$ cat config.mk
export PLATFORM = sky130hd
export DESIGN_NAME = pipe_hazard_ctrl_flat
export DESIGN_NICKNAME = d
export VERILOG_FILES = /design/src/rtl/pipe_hazard_ctrl_if.sv /design/src/rtl/pipe_hazard_ctrl.sv /design/src/flat_wrapper.sv
export SDC_FILE = /design/constraint.sdc
export NUM_CORES = 1
export LEC_CHECK = 0
export ABC_AREA = 1
export BUFFER_PORTS_ARGS = -buffer_cell sky130_fd_sc_hd__buf_4
export CORE_AREA = 2 2 47 71
export CTS_CLUSTER_DIAMETER = 120
export CTS_CLUSTER_SIZE = 20
export DETAILED_ROUTE_END_ITERATION = 10
export DIE_AREA = 0 0 49 73
export PLACE_DENSITY = 0.78
export SLEW_MARGIN = 10
export SYNTH_ARGS = -nofsm -noshare
export SYNTH_HDL_FRONTEND = slang
export SYNTH_SLANG_ARGS = --single-unit
$ cat constraint.sdc
create_clock -name clk -period 2.2 [get_ports clk]
set_input_delay 0.33 -clock clk [delete_from_list [all_inputs] [get_ports clk]]
set_output_delay 0.33 -clock clk [all_outputs]
set_load 0.02 [all_outputs]
$ cat src/rtl/pipe_hazard_ctrl_if.sv
// Hazard controller bundle: decode/execute hazard sources in,
// pipeline register enables and bubble loads out.
interface pipe_hazard_ctrl_if;
  logic [2:0] id_rs1;
  logic [2:0] id_rs2;
  logic       id_rs1_vld;
  logic       id_rs2_vld;
  logic       dx_rf_writeEn;
  logic [2:0] dx_rf_sel_out;
  logic       dx_memread;
  logic       dx_halt;
  logic       branch_taken;
  logic       imem_stall;
  logic       dmem_stall;
  logic       pc_en;
  logic       fd_en;
  logic       dx_en;
  logic       xm_en;
  logic       mw_en;
  logic       fd_flush;
  logic       dx_flush;
  logic       mw_flush;
  logic       halted;

  modport master (
    output id_rs1, id_rs2, id_rs1_vld, id_rs2_vld,
    output dx_rf_writeEn, dx_rf_sel_out, dx_memread,
    output dx_halt, branch_taken, imem_stall, dmem_stall,
    input  pc_en, fd_en, dx_en, xm_en, mw_en,
    input  fd_flush, dx_flush, mw_flush, halted
  );

  modport slave (
    input  id_rs1, id_rs2, id_rs1_vld, id_rs2_vld,
    input  dx_rf_writeEn, dx_rf_sel_out, dx_memread,
    input  dx_halt, branch_taken, imem_stall, dmem_stall,
    output pc_en, fd_en, dx_en, xm_en, mw_en,
    output fd_flush, dx_flush, mw_flush, halted
  );
endinterface

$ cat src/rtl/pipe_hazard_ctrl.sv
// Stall/flush controller for the five-stage pipeline:
// load-use, branch squash, memory stalls, halt drain.
module pipe_hazard_ctrl #(
  parameter int CNT_W     = 16,
  parameter int DRAIN_CYC = 2
) (
  input  logic             clk,
  input  logic             rst,
  pipe_hazard_ctrl_if.slave bus,
  output logic [CNT_W-1:0] stall_cycles
);

  typedef enum logic [1:0] {
    RUN    = 2'd0,
    DRAIN  = 2'd1,
    HALTED = 2'd2
  } state_t;

  localparam logic [1:0] DRAIN_INIT = 2'(DRAIN_CYC - 1);

  state_t     state, state_nxt;
  logic [1:0] drain, drain_nxt;
  logic       load_use;
  logic       rs1_hit, rs2_hit;

  logic pc_en, fd_en, dx_en, xm_en, mw_en;
  logic fd_flush, dx_flush, mw_flush, halted;

  assign rs1_hit = bus.id_rs1_vld
                 & (bus.id_rs1 == bus.dx_rf_sel_out);
  assign rs2_hit = bus.id_rs2_vld
                 & (bus.id_rs2 == bus.dx_rf_sel_out);
  assign load_use = bus.dx_memread & bus.dx_rf_writeEn
                  & (rs1_hit | rs2_hit);

  always_ff @(posedge clk) begin
    if (rst) begin
      state <= RUN;
      drain <= 2'd0;
    end else begin
      state <= state_nxt;
      drain <= drain_nxt;
    end
  end

  // Overlapping hazard sources resolve by rank, oldest stage first.
  always_comb begin
    state_nxt = state;
    drain_nxt = drain;
    pc_en     = 1'b0;
    fd_en     = 1'b0;
    dx_en     = 1'b0;
    xm_en     = 1'b0;
    mw_en     = 1'b0;
    fd_flush  = 1'b0;
    dx_flush  = 1'b0;
    mw_flush  = 1'b0;
    halted    = 1'b0;
    priority case (1'b1)
      rst: begin
      end
      state == HALTED: begin
        halted = 1'b1;
      end
      bus.dmem_stall: begin
        mw_en    = 1'b1;
        mw_flush = 1'b1;
      end
      state == DRAIN: begin
        dx_en    = 1'b1;
        dx_flush = 1'b1;
        xm_en    = 1'b1;
        mw_en    = 1'b1;
        if (drain == 2'd0) state_nxt = HALTED;
        else drain_nxt = drain - 2'd1;
      end
      bus.branch_taken: begin
        pc_en    = 1'b1;
        fd_en    = 1'b1;
        dx_en    = 1'b1;
        xm_en    = 1'b1;
        mw_en    = 1'b1;
        fd_flush = 1'b1;
        dx_flush = 1'b1;
      end
      bus.dx_halt: begin
        dx_en     = 1'b1;
        dx_flush  = 1'b1;
        xm_en     = 1'b1;
        mw_en     = 1'b1;
        state_nxt = DRAIN;
        drain_nxt = DRAIN_INIT;
      end
      load_use: begin
        dx_en    = 1'b1;
        dx_flush = 1'b1;
        xm_en    = 1'b1;
        mw_en    = 1'b1;
      end
      bus.imem_stall: begin
        fd_en    = 1'b1;
        fd_flush = 1'b1;
        dx_en    = 1'b1;
        xm_en    = 1'b1;
        mw_en    = 1'b1;
      end
      default: begin
        pc_en = 1'b1;
        fd_en = 1'b1;
        dx_en = 1'b1;
        xm_en = 1'b1;
        mw_en = 1'b1;
      end
    endcase
  end

  always_ff @(posedge clk) begin
    if (rst) begin
      stall_cycles <= '0;
    end else if (state != HALTED && !pc_en
                 && stall_cycles != '1) begin
      stall_cycles <= stall_cycles + 1'b1;
    end
  end

  assign bus.pc_en    = pc_en;
  assign bus.fd_en    = fd_en;
  assign bus.dx_en    = dx_en;
  assign bus.xm_en    = xm_en;
  assign bus.mw_en    = mw_en;
  assign bus.fd_flush = fd_flush;
  assign bus.dx_flush = dx_flush;
  assign bus.mw_flush = mw_flush;
  assign bus.halted   = halted;

endmodule

$ cat src/flat_wrapper.sv
// flat-port wrapper written by rule: the top's interface ports become plain ports
module pipe_hazard_ctrl_flat 
#(
  parameter int CNT_W     = 16,
  parameter int DRAIN_CYC = 2
)
  (clk, rst, stall_cycles, bus_id_rs1, bus_id_rs2, bus_id_rs1_vld, bus_id_rs2_vld, bus_dx_rf_writeEn, bus_dx_rf_sel_out, bus_dx_memread, bus_dx_halt, bus_branch_taken, bus_imem_stall, bus_dmem_stall, bus_pc_en, bus_fd_en, bus_dx_en, bus_xm_en, bus_mw_en, bus_fd_flush, bus_dx_flush, bus_mw_flush, bus_halted);
  pipe_hazard_ctrl_if bus_i ();
  input  logic clk;
  input  logic rst;
  output logic [CNT_W-1:0] stall_cycles;
  input wire logic [$bits(bus_i.id_rs1)-1:0] bus_id_rs1;
  input wire logic [$bits(bus_i.id_rs2)-1:0] bus_id_rs2;
  input wire logic [$bits(bus_i.id_rs1_vld)-1:0] bus_id_rs1_vld;
  input wire logic [$bits(bus_i.id_rs2_vld)-1:0] bus_id_rs2_vld;
  input wire logic [$bits(bus_i.dx_rf_writeEn)-1:0] bus_dx_rf_writeEn;
  input wire logic [$bits(bus_i.dx_rf_sel_out)-1:0] bus_dx_rf_sel_out;
  input wire logic [$bits(bus_i.dx_memread)-1:0] bus_dx_memread;
  input wire logic [$bits(bus_i.dx_halt)-1:0] bus_dx_halt;
  input wire logic [$bits(bus_i.branch_taken)-1:0] bus_branch_taken;
  input wire logic [$bits(bus_i.imem_stall)-1:0] bus_imem_stall;
  input wire logic [$bits(bus_i.dmem_stall)-1:0] bus_dmem_stall;
  output wire logic [$bits(bus_i.pc_en)-1:0] bus_pc_en;
  output wire logic [$bits(bus_i.fd_en)-1:0] bus_fd_en;
  output wire logic [$bits(bus_i.dx_en)-1:0] bus_dx_en;
  output wire logic [$bits(bus_i.xm_en)-1:0] bus_xm_en;
  output wire logic [$bits(bus_i.mw_en)-1:0] bus_mw_en;
  output wire logic [$bits(bus_i.fd_flush)-1:0] bus_fd_flush;
  output wire logic [$bits(bus_i.dx_flush)-1:0] bus_dx_flush;
  output wire logic [$bits(bus_i.mw_flush)-1:0] bus_mw_flush;
  output wire logic [$bits(bus_i.halted)-1:0] bus_halted;
  assign bus_i.id_rs1 = bus_id_rs1;
  assign bus_i.id_rs2 = bus_id_rs2;
  assign bus_i.id_rs1_vld = bus_id_rs1_vld;
  assign bus_i.id_rs2_vld = bus_id_rs2_vld;
  assign bus_i.dx_rf_writeEn = bus_dx_rf_writeEn;
  assign bus_i.dx_rf_sel_out = bus_dx_rf_sel_out;
  assign bus_i.dx_memread = bus_dx_memread;
  assign bus_i.dx_halt = bus_dx_halt;
  assign bus_i.branch_taken = bus_branch_taken;
  assign bus_i.imem_stall = bus_imem_stall;
  assign bus_i.dmem_stall = bus_dmem_stall;
  assign bus_pc_en = bus_i.pc_en;
  assign bus_fd_en = bus_i.fd_en;
  assign bus_dx_en = bus_i.dx_en;
  assign bus_xm_en = bus_i.xm_en;
  assign bus_mw_en = bus_i.mw_en;
  assign bus_fd_flush = bus_i.fd_flush;
  assign bus_dx_flush = bus_i.dx_flush;
  assign bus_mw_flush = bus_i.mw_flush;
  assign bus_halted = bus_i.halted;
  pipe_hazard_ctrl #(.CNT_W(CNT_W), .DRAIN_CYC(DRAIN_CYC)) u_core (.clk(clk), .rst(rst), .bus(bus_i), .stall_cycles(stall_cycles));
endmodule
==> results.toml <==
[die]
initial_core_util = 0.479
rows = 25
dieWidth_um = 49
die_height_um = 73
core-area_um2 = 3030
dieArea_um2 = 3580
floorplan.io_pins = 44

[cells_and_area]
mostFrequentLayoutCell = "sky130_fd_sc_hd__nand2_1"
layout-area-overhead-vs-synth_pct = 28.8
post_route_cells_drive_above_1_share = 0.294
layout.nets = 284
multiInputGateArea_um2 = 892
post_layout_nonfiller_instances = 302
layout_common_cells = "sky130_fd_sc_hd__nand2_1 (54), sky130_fd_sc_hd__buf_4 (48), sky130_fd_sc_hd__nor2_1 (26), sky130_fd_sc_hd__inv_1 (25), sky130_fd_sc_hd__dfxtp_1 (20)"
antennaDiodeCount = 0
layout.area.seq_um2 = 400
layout.filler_cells = 296

[power_and_ir_drop]
total_power_w = 0.000847
worst_ir_drop_vdd_mv = 0.636
p_per_area_nw_per_um2 = 453
share_comb_of_total_power = 0.215
netSwitchingFraction = 0.278
sequentialPowerShare = 0.455
pwr-share-clk = 0.330
internal_power_w = 0.000612
p_sw_w = 0.000235
total_leakage_power_nw = 0.885

[place]
place_congestion = 0.890
hpwlAfterDp_mm = 2.45
buffer_ports.inserted = 43
numPlacedInstances = 295

[logic_synthesis]
mappedNetlistArea_um2 = 1450
syn-num-nets = 239
area_fraction_in_compound_gates_after_synthesis = 0.114
ys_types = 30
synth.top_cell.area_share = 0.276
yosysWarnings = 0
syn-mean-instance-area_um2 = 6.66
synthCells = 218
post_synth_and_or_nand_nor_area_fraction = 0.405
synth_adder_area_share = 0.0172
combinational_family_with_the_most_area_after_synthesis = "simple AND/OR/NAND/NOR gates"
synth_mux_area_frac = 0
synth.ff_latch_count = 20
synth_xor_area_frac = 0.0784
netlist_top_cells_area = "sky130_fd_sc_hd__dfxtp_1 (28%), sky130_fd_sc_hd__nand2_1 (14%), sky130_fd_sc_hd__nand4_1 (7.3%)"
synthDominantAreaCellType = "sky130_fd_sc_hd__dfxtp_1"
seq_area_frac_synth = 0.276

[timing]
setup_violations = 0
largest_clock_skew_in_the_final_design_ns = 0.00378
fin_crit_ns = 1.88
slew_headroom = 0.770
setup_total_negative_slack_ns = 0
hold_ws_ns = 0.412
timing_hold_violations_final = 0
final_max_slew_viol_count = 0
final_min_period_over_clock_period = 0.856
rsz0062_at_grt = "false"
max_freq_ghz = 0.531
tightest_slew_ns = 0.344

[detailed_routing]
antenna_violating_nets_post_route = 0
route.vias.total = 1511
drc = 0
wl_per_cell_um = 10.9
first_pass_iters = 4
finalWirelength_mm = 3.30
drt-vias-per-instance = 5.00
dr.first_iter.drc_count = 42

[setup_path]
critical_path_data_required_time_ns = 2.40
reg2reg_from = "u_core.stall_cycles[0]"
worst_ep_arrival_time_ns = 2.08
critPathLaunchType = "flip-flop"
crit_start = "u_core.stall_cycles[0]"
worst_setup_path_end_kind = "flip-flop"
worst_path_max_fanout = 16
setup.worst_path.class = "flip-flop to flip-flop"

[global_routing]
global_route_wire_length_before_repair_mm = 5.86
grt_max_degree = 23
grt_pass1_vias = 1463
globalRouteOverflowTotal = 0
globalRouteTotalUtil = 0.201
antenna_found_initial = 0

[clock_network]
cts_num_sinks = 20
clock_path_buffers = 2
clock_slew_at_reported_path_ffs_ns = 0.08
tritoncts = "yes"
tritoncts.num_buffers = 3
post_cts_hold_buffer_count = 0
cts-htree-levels = 1
worstSkewPairLatency_ns = 0.25
clock_tree.root_cell = "sky130_fd_sc_hd__clkbuf_8"

[worst_hold_path]
holdCritPathClass = "primary input to flip-flop"
hold_path.startpoint = "bus_dmem_stall"

[job]
timing.max_cap.violations = 0

[run_status]
outcome = "complete, no violations"
[Yosys cell counts]
library cell,n
sky130_fd_sc_hd__buf_2,2
sky130_fd_sc_hd__ha_1,2
sky130_fd_sc_hd__buf_4,1
sky130_fd_sc_hd__nand3_4,2
sky130_fd_sc_hd__nand3_1,6
sky130_fd_sc_hd__nor2_2,1
sky130_fd_sc_hd__nor2_4,1
sky130_fd_sc_hd__a31oi_1,2
sky130_fd_sc_hd__nand4_1,17
sky130_fd_sc_hd__xor2_1,9
sky130_fd_sc_hd__clkbuf_1,3
sky130_fd_sc_hd__buf_8,1
sky130_fd_sc_hd__a21oi_1,6
sky130_fd_sc_hd__inv_1,25
sky130_fd_sc_hd__o21bai_1,1
sky130_fd_sc_hd__nand2_1,54
sky130_fd_sc_hd__xnor2_1,4
sky130_fd_sc_hd__inv_2,5
sky130_fd_sc_hd__a21oi_2,10
sky130_fd_sc_hd__nand2_2,3
sky130_fd_sc_hd__nand3_2,1
sky130_fd_sc_hd__nand2_4,1
sky130_fd_sc_hd__nor3_4,1
sky130_fd_sc_hd__nor2_1,26
sky130_fd_sc_hd__nand3b_1,1
sky130_fd_sc_hd__a211oi_1,1
sky130_fd_sc_hd__o21ai_0,4
sky130_fd_sc_hd__dfxtp_1,20
sky130_fd_sc_hd__buf_1,1
sky130_fd_sc_hd__nor3_1,7
[stage by stage]
step	util	cell area [um2]	setup slack, ns
after detailed placement	0.591	1790	0.329
final	0.616	1870	0.317
after global routing	0.616	1870	0.0552
after global placement	0.591	1790	0.391
after floorplan	-	1450	0.362
after CTS	0.609	1850	0.153
[cell type report]
cell class	instances	share of cell area
multi-input cells	160	0.477
inverters	30	0.0602
flip-flops and latches	20	0.214
clock buffers	4	0.0294
repair buffers	48	0.193
well taps	40	0.0268
[flip-flops by register name, summed over array words and instances (netlist names)]
name and flops:
u_core.drain 2, u_core.stall_cycles 16, u_core.state 2
[worst max-delay path, stage by stage, from the launching register on]
cell and delay, ns:
sky130_fd_sc_hd__dfxtp_1 0.40, sky130_fd_sc_hd__ha_1 0.24, sky130_fd_sc_hd__nand2_2 0.10, sky130_fd_sc_hd__nor3_4 0.24, sky130_fd_sc_hd__nand3_2 0.11, sky130_fd_sc_hd__nor2_4 0.14
sky130_fd_sc_hd__nand2_4 0.14, sky130_fd_sc_hd__nand3_4 0.23, sky130_fd_sc_hd__nand2_1 0.09, sky130_fd_sc_hd__a21oi_2 0.12
[layer usage]
layer  share of wire  track usage  up-vias
li1                -            -      793
met1            0.41        0.209      655
met2            0.52        0.394       55
met3           0.053       0.0328        8
met4           0.021       0.0794        0
met5               0            0        -
[repair_timing]
| action | CTS | global route |
|---|---|---|
| endpoints found under the setup margin | 0 | 1 |
| gates resized for setup | 0 | 0 |
| setup buffers | 0 | 3 |
[cells by family (layout without fill, tap and decap cells)]
kind of cell	after synthesis	count (layout)
xor gates and xnor gates	13	13
buffers and inverters	38	82
DFF	20	20
AOI/OAI and AO/OA	24	24
adders and majority gates	2	2
and+or+nand+nor	121	121
[power groups by stage]
stage	clock (W)	sequential, W	combinational (W)
after floorplan	0	0.000401	0.000106
after global placement	0	0.000393	0.000177
after detailed placement	0	0.000394	0.000179
after CTS	0.000290	0.000385	0.000179
after global routing	0.000299	0.000388	0.000205
final	0.000280	0.000385	0.000182
[path summary, 6_finish.rpt]
kind | to | slack (ns) | cells past startpoint
max reg2reg | u_core.stall_cycles[9] | 0.32 | 9
min reg2reg | u_core.drain[0] | 0.48 | 1
max | u_core.stall_cycles[9] | 0.32 | 9
min | u_core.state[1] | 0.41 | 4
No activity file was read; power rests on OpenSTA's default activity.
